<file path="config.mk">
export PLATFORM = sky130hd
export DESIGN_NAME = rf_write_scheduler
export DESIGN_NICKNAME = d
export VERILOG_FILES = /design/src/rtl/rf_sched_pkg.sv /design/src/rtl/rf_scoreboard.sv /design/src/rtl/rf_write_scheduler.sv
export SDC_FILE = /design/constraint.sdc
export NUM_CORES = 1
export LEC_CHECK = 0
export CAP_MARGIN = 30
export CORE_ASPECT_RATIO = 1.2
export CORE_MARGIN = 2
export CORE_UTILIZATION = 42
export DETAILED_ROUTE_END_ITERATION = 7
export PLACE_DENSITY = 0.82
export SLEW_MARGIN = 20
export SYNTH_ARGS = -nofsm -noshare
export SYNTH_HDL_FRONTEND = slang
export SYNTH_SLANG_ARGS = --single-unit
</file>
<file path="constraint.sdc">
create_clock -name clk -period 4.45 [get_ports clk]
set_input_delay 0.445 -clock clk [delete_from_list [all_inputs] [get_ports clk]]
set_output_delay 0.445 -clock clk [all_outputs]
set_load 0.1 [all_outputs]
</file>
<file path="src/rtl/rf_sched_pkg.sv">
// rtl/rf_sched_pkg.sv - shared types and constants for the register-file write scheduler
//  Starvation FSM state encoding, zero-register constant and register-file geometry.
package rf_sched_pkg;

    typedef enum logic [1:0] {
        ST_IDLE  = 2'd0,
        ST_WAIT  = 2'd1,
        ST_FORCE = 2'd2
    } sched_state_t;

    localparam int         NUM_REGS = 32;
    localparam logic [4:0] REG_ZERO = 5'd0;

endpackage

</file>
<file path="src/rtl/rf_scoreboard.sv">
// rtl/rf_scoreboard.sv - busy vector, pending counter and issue hazard check
//  clk, rst_n          clock, asynchronous active-low reset
//  iss_valid/iss_long  issue stage holds an instruction / it completes via source B
//  iss_rs/rt/rd        operand and destination registers of the issuing instruction
//  force_stall         starvation FSM demands the issue stage hold
//  clr_en/clr_rw       source B write accepted this cycle and its destination
//  iss_stall           hold issue stage
//  busy                registers with an outstanding long-latency write (bit0 always 0)
//  pending_cnt         number of outstanding long-latency writes
module rf_scoreboard
    import rf_sched_pkg::*;
#(
    parameter int REG_AW      = 5,
    parameter int MAX_PENDING = 4,
    parameter int CNT_W       = 3
) (
    input  logic                clk,
    input  logic                rst_n,
    input  logic                iss_valid,
    input  logic                iss_long,
    input  logic [REG_AW-1:0]   iss_rs,
    input  logic [REG_AW-1:0]   iss_rt,
    input  logic [REG_AW-1:0]   iss_rd,
    input  logic                force_stall,
    input  logic                clr_en,
    input  logic [REG_AW-1:0]   clr_rw,
    output logic                iss_stall,
    output logic [NUM_REGS-1:0] busy,
    output logic [CNT_W-1:0]    pending_cnt
);

    logic                pend_full;
    logic                set_en;
    logic [NUM_REGS-1:0] busy_nxt;
    logic [CNT_W-1:0]    cnt_nxt;

    assign pend_full = (pending_cnt == CNT_W'(MAX_PENDING));

    // Hazards are checked against the registered busy vector, so a register
    // released by source B this cycle still holds issue for one more cycle.
    assign iss_stall = rst_n & iss_valid
                     & (busy[iss_rs] | busy[iss_rt] | busy[iss_rd]
                        | (iss_long & pend_full) | force_stall);

    // A long op to r0 still occupies a pending slot; it only skips the busy bit.
    assign set_en = iss_valid & ~iss_stall & iss_long;

    always_comb begin
        busy_nxt = busy;
        if (clr_en) begin
            busy_nxt[clr_rw] = 1'b0;
        end
        if (set_en && (iss_rd != REG_AW'(REG_ZERO))) begin
            busy_nxt[iss_rd] = 1'b1;
        end
        busy_nxt[0] = 1'b0;
    end

    always_comb begin
        cnt_nxt = pending_cnt;
        case ({set_en, clr_en})
            2'b10:   cnt_nxt = pending_cnt + CNT_W'(1);
            2'b01:   cnt_nxt = pending_cnt - CNT_W'(1);
            default: cnt_nxt = pending_cnt;
        endcase
    end

    always_ff @(posedge clk or negedge rst_n) begin
        if (!rst_n) begin
            busy        <= '0;
            pending_cnt <= '0;
        end else begin
            busy        <= busy_nxt;
            pending_cnt <= cnt_nxt;
        end
    end

    a_no_underflow: assert property (@(posedge clk) disable iff (!rst_n)
        !(clr_en && !set_en && (pending_cnt == '0)));

endmodule

</file>
<file path="src/rtl/rf_write_scheduler.sv">
// rtl/rf_write_scheduler.sv - shares the register-file write port between WB and a long-latency unit
//  clk, rst_n              clock, asynchronous active-low reset
//  wb_le/wb_rw/wb_pw       source A: in-order pipeline writeback
//  lu_valid/lu_rw/lu_pw    source B request, held until lu_ready
//  lu_ready                source B granted this cycle
//  iss_valid/iss_long      issue stage instruction present / completes via source B
//  iss_rs/iss_rt/iss_rd    issuing instruction registers
//  iss_stall               hold issue stage
//  pipe_stall              freeze pipeline so source B can drain
//  rf_le/rf_rw/rf_pw       register-file write port
//  sb_busy, pending_cnt    scoreboard state
module rf_write_scheduler
    import rf_sched_pkg::*;
#(
    parameter int DATA_W       = 32,
    parameter int REG_AW       = 5,
    parameter int MAX_PENDING  = 4,
    parameter int STARVE_LIMIT = 4,
    localparam int CNT_W       = $clog2(MAX_PENDING + 1)
) (
    input  logic                clk,
    input  logic                rst_n,
    input  logic                wb_le,
    input  logic [REG_AW-1:0]   wb_rw,
    input  logic [DATA_W-1:0]   wb_pw,
    input  logic                lu_valid,
    input  logic [REG_AW-1:0]   lu_rw,
    input  logic [DATA_W-1:0]   lu_pw,
    output logic                lu_ready,
    input  logic                iss_valid,
    input  logic                iss_long,
    input  logic [REG_AW-1:0]   iss_rs,
    input  logic [REG_AW-1:0]   iss_rt,
    input  logic [REG_AW-1:0]   iss_rd,
    output logic                iss_stall,
    output logic                pipe_stall,
    output logic                rf_le,
    output logic [REG_AW-1:0]   rf_rw,
    output logic [DATA_W-1:0]   rf_pw,
    output logic [NUM_REGS-1:0] sb_busy,
    output logic [CNT_W-1:0]    pending_cnt
);

    localparam int WAIT_W = $clog2(STARVE_LIMIT + 1);

    logic              a_act;
    sched_state_t      state;
    logic [WAIT_W-1:0] wait_cnt;
    logic              force_q;

    // A write to r0 from the pipeline is not a write and does not claim the port.
    assign a_act = wb_le & (wb_rw != REG_AW'(REG_ZERO));

    assign lu_ready = rst_n & lu_valid & ~a_act;

    always_comb begin
        rf_le = 1'b0;
        rf_rw = '0;
        rf_pw = '0;
        if (rst_n) begin
            if (a_act) begin
                rf_le = 1'b1;
                rf_rw = wb_rw;
                rf_pw = wb_pw;
            end else if (lu_valid) begin
                rf_le = (lu_rw != REG_AW'(REG_ZERO));
                rf_rw = lu_rw;
                rf_pw = lu_pw;
            end
        end
    end

    // Starvation tracking: once source B has been refused for STARVE_LIMIT
    // cycles in WAIT, freeze the pipeline until B gets its slot.
    always_ff @(posedge clk or negedge rst_n) begin
        if (!rst_n) begin
            state    <= ST_IDLE;
            wait_cnt <= '0;
            force_q  <= 1'b0;
        end else begin
            case (state)
                ST_IDLE: begin
                    if (lu_valid && !lu_ready) begin
                        state    <= ST_WAIT;
                        wait_cnt <= WAIT_W'(1);
                    end
                end
                ST_WAIT: begin
                    if (lu_ready) begin
                        state    <= ST_IDLE;
                        wait_cnt <= '0;
                    end else if (wait_cnt == WAIT_W'(STARVE_LIMIT)) begin
                        state   <= ST_FORCE;
                        force_q <= 1'b1;
                    end else begin
                        wait_cnt <= wait_cnt + WAIT_W'(1);
                    end
                end
                ST_FORCE: begin
                    if (lu_ready) begin
                        state    <= ST_IDLE;
                        wait_cnt <= '0;
                        force_q  <= 1'b0;
                    end
                end
                default: begin
                    state    <= ST_IDLE;
                    wait_cnt <= '0;
                    force_q  <= 1'b0;
                end
            endcase
        end
    end

    assign pipe_stall = force_q;

    rf_scoreboard #(
        .REG_AW      (REG_AW),
        .MAX_PENDING (MAX_PENDING),
        .CNT_W       (CNT_W)
    ) u_scoreboard (
        .clk         (clk),
        .rst_n       (rst_n),
        .iss_valid   (iss_valid),
        .iss_long    (iss_long),
        .iss_rs      (iss_rs),
        .iss_rt      (iss_rt),
        .iss_rd      (iss_rd),
        .force_stall (force_q),
        .clr_en      (lu_ready),
        .clr_rw      (lu_rw),
        .iss_stall   (iss_stall),
        .busy        (sb_busy),
        .pending_cnt (pending_cnt)
    );

    a_lu_hold: assert property (@(posedge clk) disable iff (!rst_n)
        (lu_valid && !lu_ready) |=> lu_valid);

endmodule

</file>
After elaboration in Yosys (flattened, before gate mapping)
Cells that the tools add are included.
{"block": "totals", "in_bits": 95, "output_inout_bits": 76, "ff_bits": 40}
{"block": "op_classes", "order_cmp": 6, "reduce_logical": 13, "mux": 36, "n_addsub": 3, "bitwise": 18, "n_eq_ne": 12}
{"operator": "32-bit 2-to-1 mux", "n": 5}
{"operator": "32-bit bitwise AND", "n": 1}
{"operator": "32-bit inverter", "n": 1}
{"operator": "32-bit bitwise OR", "n": 1}
{"operator": "5-bit by 6-bit < comparator with 1-bit output, second input constant", "n": 4}
{"operator": "1-bit binary-select mux with 5-bit select", "n": 3}
{"operator": "5-bit 2-to-1 mux", "n": 3}
{"operator": "5-bit nonzero test", "n": 3}
{"operator": "3-bit 2-to-1 mux", "n": 4}
{"operator": "1-bit 2-to-1 mux", "n": 11}
{"operator": "1-bit demux with 5-bit select", "n": 2}
{"operator": "5-bit by 1-bit >= comparator with 1-bit output, second input constant", "n": 2}
{"operator": "3-bit case mux with 3 select lines", "n": 1}
{"operator": "1-bit bitwise AND", "n": 8}
{"operator": "2-bit 2-to-1 mux", "n": 4}
{"operator": "2-bit != test, second input constant", "n": 4}
{"operator": "3-bit by 1-bit adder with 3-bit output, second input constant", "n": 2}
{"operator": "3-bit equality test, second input constant", "n": 2}
{"operator": "3-bit != test, second input constant", "n": 2}
{"operator": "2-bit case mux with 3 select lines", "n": 1}
{"operator": "3-bit case mux with 2 select lines", "n": 1}
{"operator": "3-bit AND reduction", "n": 2}
{"operator": "2-bit by 1-bit equality test with 1-bit output, second input constant", "n": 2}
{"operator": "2-bit equality test, second input constant", "n": 2}
{"operator": "other kinds (9)", "n": 17}

Depth between registers and ports, before layout
{"block": "logic_depth", "depth_word": 12, "mapped_depth": 15, "mapped_depth_nobuf": 12}

By module
Synthesis repeated with hierarchy kept, for this count alone.
{"block": "hier_totals", "cells_unflattened": 410, "area_unflattened_um2": 3802.4}
{"mod": "rf_scoreboard", "seq_area_each_um2": 850.8, "cells_each": 310, "area_per_inst_um2": 2976.6, "n_inst": 1}
{"mod": "rf_write_scheduler", "seq_area_each_um2": 150.1, "cells_each": 100, "area_per_inst_um2": 825.8, "n_inst": 1}

Least setup slack after synthesis
No wires, ideal clock.
{"block": "synth_timing", "path_kind": "input to output", "start": "input wb_rw[2]", "end": "output rf_pw[23]", "slack_ns": 0.264, "path_stages": 6, "required_ns": 4.005, "arrival_ns": 3.741, "cell_sequence": "or4_1 > o21ai_1 > and2_1 > clkbuf_1 > clkbuf_1 > a22o_1"}
{"block": "synth_between", "elab_chain_len": 4}
{"item": "from (decl)", "line": "rf_write_scheduler.sv:24", "source": "input logic [REG_AW-1:0] wb_rw,"}
{"item": "5-bit nonzero test", "line": "rf_write_scheduler.sv:52", "source": "assign a_act = wb_le & (wb_rw != REG_AW'(REG_ZERO));"}
{"item": "1-bit bitwise AND", "line": "rf_write_scheduler.sv:52"}
{"item": "32-bit 2-to-1 mux", "line": "rf_write_scheduler.sv:61", "source": "if (a_act) begin"}
{"item": "32-bit 2-to-1 mux", "line": "rf_write_scheduler.sv:60", "source": "if (rst_n) begin"}
{"item": "to (decl)", "line": "rf_write_scheduler.sv:39", "source": "output logic [DATA_W-1:0] rf_pw,"}
Every way passes these cells.

Worst setup path in the final report
{"block": "layout_timing", "start": "input iss_rt[1]", "end": "output iss_stall"}
{"block": "layout_between", "elab_chain_len": 7}
{"item": "from (decl)", "line": "rf_write_scheduler.sv:33", "source": "input logic [REG_AW-1:0] iss_rt,"}
{"item": "1-bit binary-select mux with 5-bit select", "line": "rf_scoreboard.sv:42", "source": "& (busy[iss_rs] | busy[iss_rt] | busy[iss_rd]"}
{"item": "1-bit 2-to-1 mux (implied by the code)", "line": "rf_scoreboard.sv:42"}
{"item": "1-bit bitwise OR (2 in a row)", "line": "rf_scoreboard.sv:42"}
{"item": "1-bit bitwise OR (2 in a row)", "line": "rf_scoreboard.sv:43", "source": "| (iss_long & pend_full) | force_stall);"}
{"item": "1-bit bitwise AND", "line": "rf_scoreboard.sv:42"}
{"item": "to (decl)", "line": "rf_write_scheduler.sv:35", "source": "output logic iss_stall,"}
Every way passes these cells. The select of a mux whose other input is x is not followed.

==> flow_metrics.env <==
export IMPL_synth_seq_area_share_pct=27.7
export IMPL_grt_pass1_vias=4128
export IMPL_place_area_um2=5700
export IMPL_grt_max_degree=48
export IMPL_cts_max_level=2
export IMPL_finalSetupViolCount=0
export IMPL_cp_required_ns=4.01
export IMPL_gp_congestion=0.938
export IMPL_criticalPathCategory="primary input to output port"
export IMPL_synthArstFlopShare_pct=100
export IMPL_grt_setup_unrepaired="no"
export IMPL_clockPowerShare_pct=10.1
export IMPL_vias_per_cell=6.08
export IMPL_nFillCells=680
export IMPL_cellPowerDensity_nw_per_um2=439
export IMPL_design_area_um2=5810
export IMPL_worstHoldPathType="primary input to asynchronous set/reset pin"
export IMPL_fin_crit_ns=4.12
export IMPL_clk_latency_ns=0.30
export IMPL_grt_usage_pct=31.8
export IMPL_post_cts_buffers=0
export IMPL_clkTransAtPathRegs_ns=0.08
export IMPL_dieHeight_um=106
export IMPL_slew_headroom_pct=31.9
export IMPL_drive_gt1_share_pct=15.5
export IMPL_numClockSinks=40
export IMPL_synth_edff_count=0
export IMPL_drt_iter0_drc=441
export IMPL_grt_pass1_wl_mm=22.7
export IMPL_avgSynthCellArea_um2=8.60
export IMPL_final_util_pct=68.6
export IMPL_via_count=4222
export IMPL_drt_antenna_violating_nets=0
export IMPL_start_kind="primary input"
export IMPL_core_area_um2=8470
export IMPL_finalCritPeriodShare_pct=92.6
export IMPL_cp_arrival_ns=3.68
export IMPL_wl_mm=14.7
export IMPL_max_vdd_ir_drop_mv=0.295
export IMPL_post_cts_resized=0
export IMPL_r2r_start="u_scoreboard.busy[16]"
export IMPL_p_total_mw=2.56
export IMPL_dp_cells=681
export IMPL_rows=37
export IMPL_power_frac_seq_pct=24.7
export IMPL_drv_cap=0
export IMPL_p_int_mw=1.13
export IMPL_combPwrFrac_pct=65.2
export IMPL_area_delta_synth_final_pct=61.0
export IMPL_synth_top_cell_by_area="dfrtp_1"
export IMPL_path_max_fanout=32
export IMPL_numCtsBuffers=5
export IMPL_instances_no_fill=694
export IMPL_clockRootBuffer="clkbuf_8"
export IMPL_netlist_cell_type_count=58
export IMPL_ys_flop_type="dfrtp_1"
export IMPL_power_switching_mw=1.43
export IMPL_start_util_pct=42.6
export IMPL_die_width_um=88.6
export IMPL_nets=671
export IMPL_antenna_found_initial=3
export IMPL_rr_endpoint="u_scoreboard.pending_cnt[1]"
export IMPL_drc=0
export IMPL_reg2reg_slack_ns=1.02
export IMPL_yosys_warnings=0
export IMPL_setup_tns_ns=0
export IMPL_p_leak_nw=2.20
export IMPL_globalRouteOverflowTotal=0
export IMPL_synth_top_cell_area_share_pct=27.7
export IMPL_hold_violations=0
export IMPL_tritoncts="built"
export IMPL_rr_worst_depth=10
export IMPL_hold_buffers=0
export IMPL_synth_nets=519
export IMPL_skew_ns=0.0108
export IMPL_swShare_pct=55.8
export IMPL_syn_inst=420
export IMPL_wl_per_cell_um=21.1
export IMPL_synth_top_cells_by_area="dfrtp_1 (28%), a22o_1 (8.7%), mux4_2 (8.7%), o211ai_1 (6.2%), nand2_1 (6.1%)"
export IMPL_clk_path_buf_depth=2
export IMPL_netlist_area_um2=3610
export IMPL_dr_pass1_iters=6
export IMPL_worst_pin_slew_ns=1.02
export IMPL_outcome="complete, no violations"
export IMPL_fp_dieArea_um2=9360
export IMPL_ioPinCount=171
export IMPL_fmax_mhz=243
export IMPL_slew_violations=0
export IMPL_ys_ff_latch=40
export IMPL_endpoint_kind="output port"
export IMPL_io_buffers=169
export IMPL_dpl_hpwl_mm=11.5
[power by group through the flow]
stage | Sequential [mW] | Combinational (mW) | Clock [mW]
6_report | 0.631 | 1.66 | 0.259
3_5_place_dp | 0.629 | 1.66 | 0
3_3_place_gp | 0.623 | 1.63 | 0
5_1_grt | 0.646 | 1.74 | 0.275
2_1_floorplan | 1.19 | 0.595 | 0
4_1_cts | 0.623 | 1.66 | 0.257
[final cells by class]
class | instances | area (µm²) | share of cell area [%]
inverter | 8 | 30.0 | 0.516
multi-input combinational | 334 | 2370 | 40.7
clock buffer | 6 | 82.6 | 1.42
timing repair buffer | 183 | 2170 | 37.3
antenna | 4 | 10.0 | 0.172
clock inverter | 2 | 10.0 | 0.172
sequential | 40 | 1000 | 17.2
tap | 117 | 146 | 2.52
[flip-flops by register name (all words and copies together), names as in the netlist]
name                      flops
u_scoreboard.busy            31
u_scoreboard.pending_cnt      3
wait_cnt                      3
state                         2
pipe_stall                    1
[critical path, cell delays in order]
cell and delay [ns]:
clkdlybuf4s50_1 0.72, mux4_2 0.56, mux2i_1 0.14, nor3b_1 0.06, or4_1 0.47, or4_1 0.57
buf_4 0.27, and3_1 0.25, buf_12 0.17
[how the worst max path moves through the flow]
stage	end	cells after the start	slack [ns]	startpoint
final	iss_stall	9	0.33	iss_rt[1]
after global routing	iss_stall	9	0.16	iss_rt[1]
after CTS	iss_stall	9	0.34	iss_rt[1]
after detailed placement	u_scoreboard.pending_cnt[2]	13	0.34	iss_rt[1]
after global placement	iss_stall	9	0.36	iss_rt[1]
after floorplan	rf_pw[23]	6	0.26	wb_rw[2]
[cell usage in the layout (no fill, tap or decap), types with 9 or more instances in the layout]
cell | synthesis | layout
nor2_1 | 22 | 21
a21oi_1 | 9 | 9
a22o_1 | 36 | 36
o211ai_1 | 30 | 30
nor3_1 | 12 | 12
o21ai_0 | 34 | 34
dfrtp_1 | 40 | 40
buf_12 | 0 | 38
nand2b_1 | 12 | 12
nand3_1 | 11 | 11
clkdlybuf4s50_1 | 0 | 128
nand2_1 | 59 | 59
mux2i_1 | 13 | 13
buf_4 | 2 | 16
mux4_2 | 14 | 14
[routing by layer]
layer	part of all wire [%]	GRT usage, %	vias to the layer above
met5	0	0	-
met3	10	8.22	29
met1	37	39.8	2038
met2	51	54.0	258
li1	-	-	1897
met4	1.8	7.90	0
[cell families after synthesis]
family | share of synthesized area (%)
xor+xnor | 0.728
buf+inv | 6.79
fa+ha+maj | 1.59
other cells | 0.104
compound gates | 25.8
mux | 14.9
simple gates | 22.3
flops | 27.7
[cell usage after synthesis (2+ instances only)]
library cell   n
o21ai_1        2
a21oi_1        9
nand3b_1       7
mux4_2        14
or3b_2         2
nor2_1        22
a22o_1        36
mux2i_1       13
nand4_1        2
o31ai_1        2
a31oi_1        2
o211ai_1      30
o2111ai_1      2
mux2_2         6
dfrtp_1       40
or3_1          7
nand2_1       59
nor3_1        12
buf_2          7
o22ai_1        2
buf_4          2
a221oi_1       2
ha_1           3
a21o_1         2
buf_6          3
buf_1          2
nor2b_1        5
buf_8          3
inv_1          8
clkbuf_1      21
or4_1          4
nand2b_1      12
nor4_1         3
xor2_1         2
o21ai_0       34
nor3b_1        4
nand3_1       11
and2_1         3
[through the flow]
stage	setup slack, ns	hold WS [ns]
floorplan	0.264	0.149
global placement	0.358	0.486
detailed placement	0.338	0.483
CTS	0.342	0.336
global route	0.159	0.371
finish	0.328	0.325
Power figures use the tool's default switching activity.
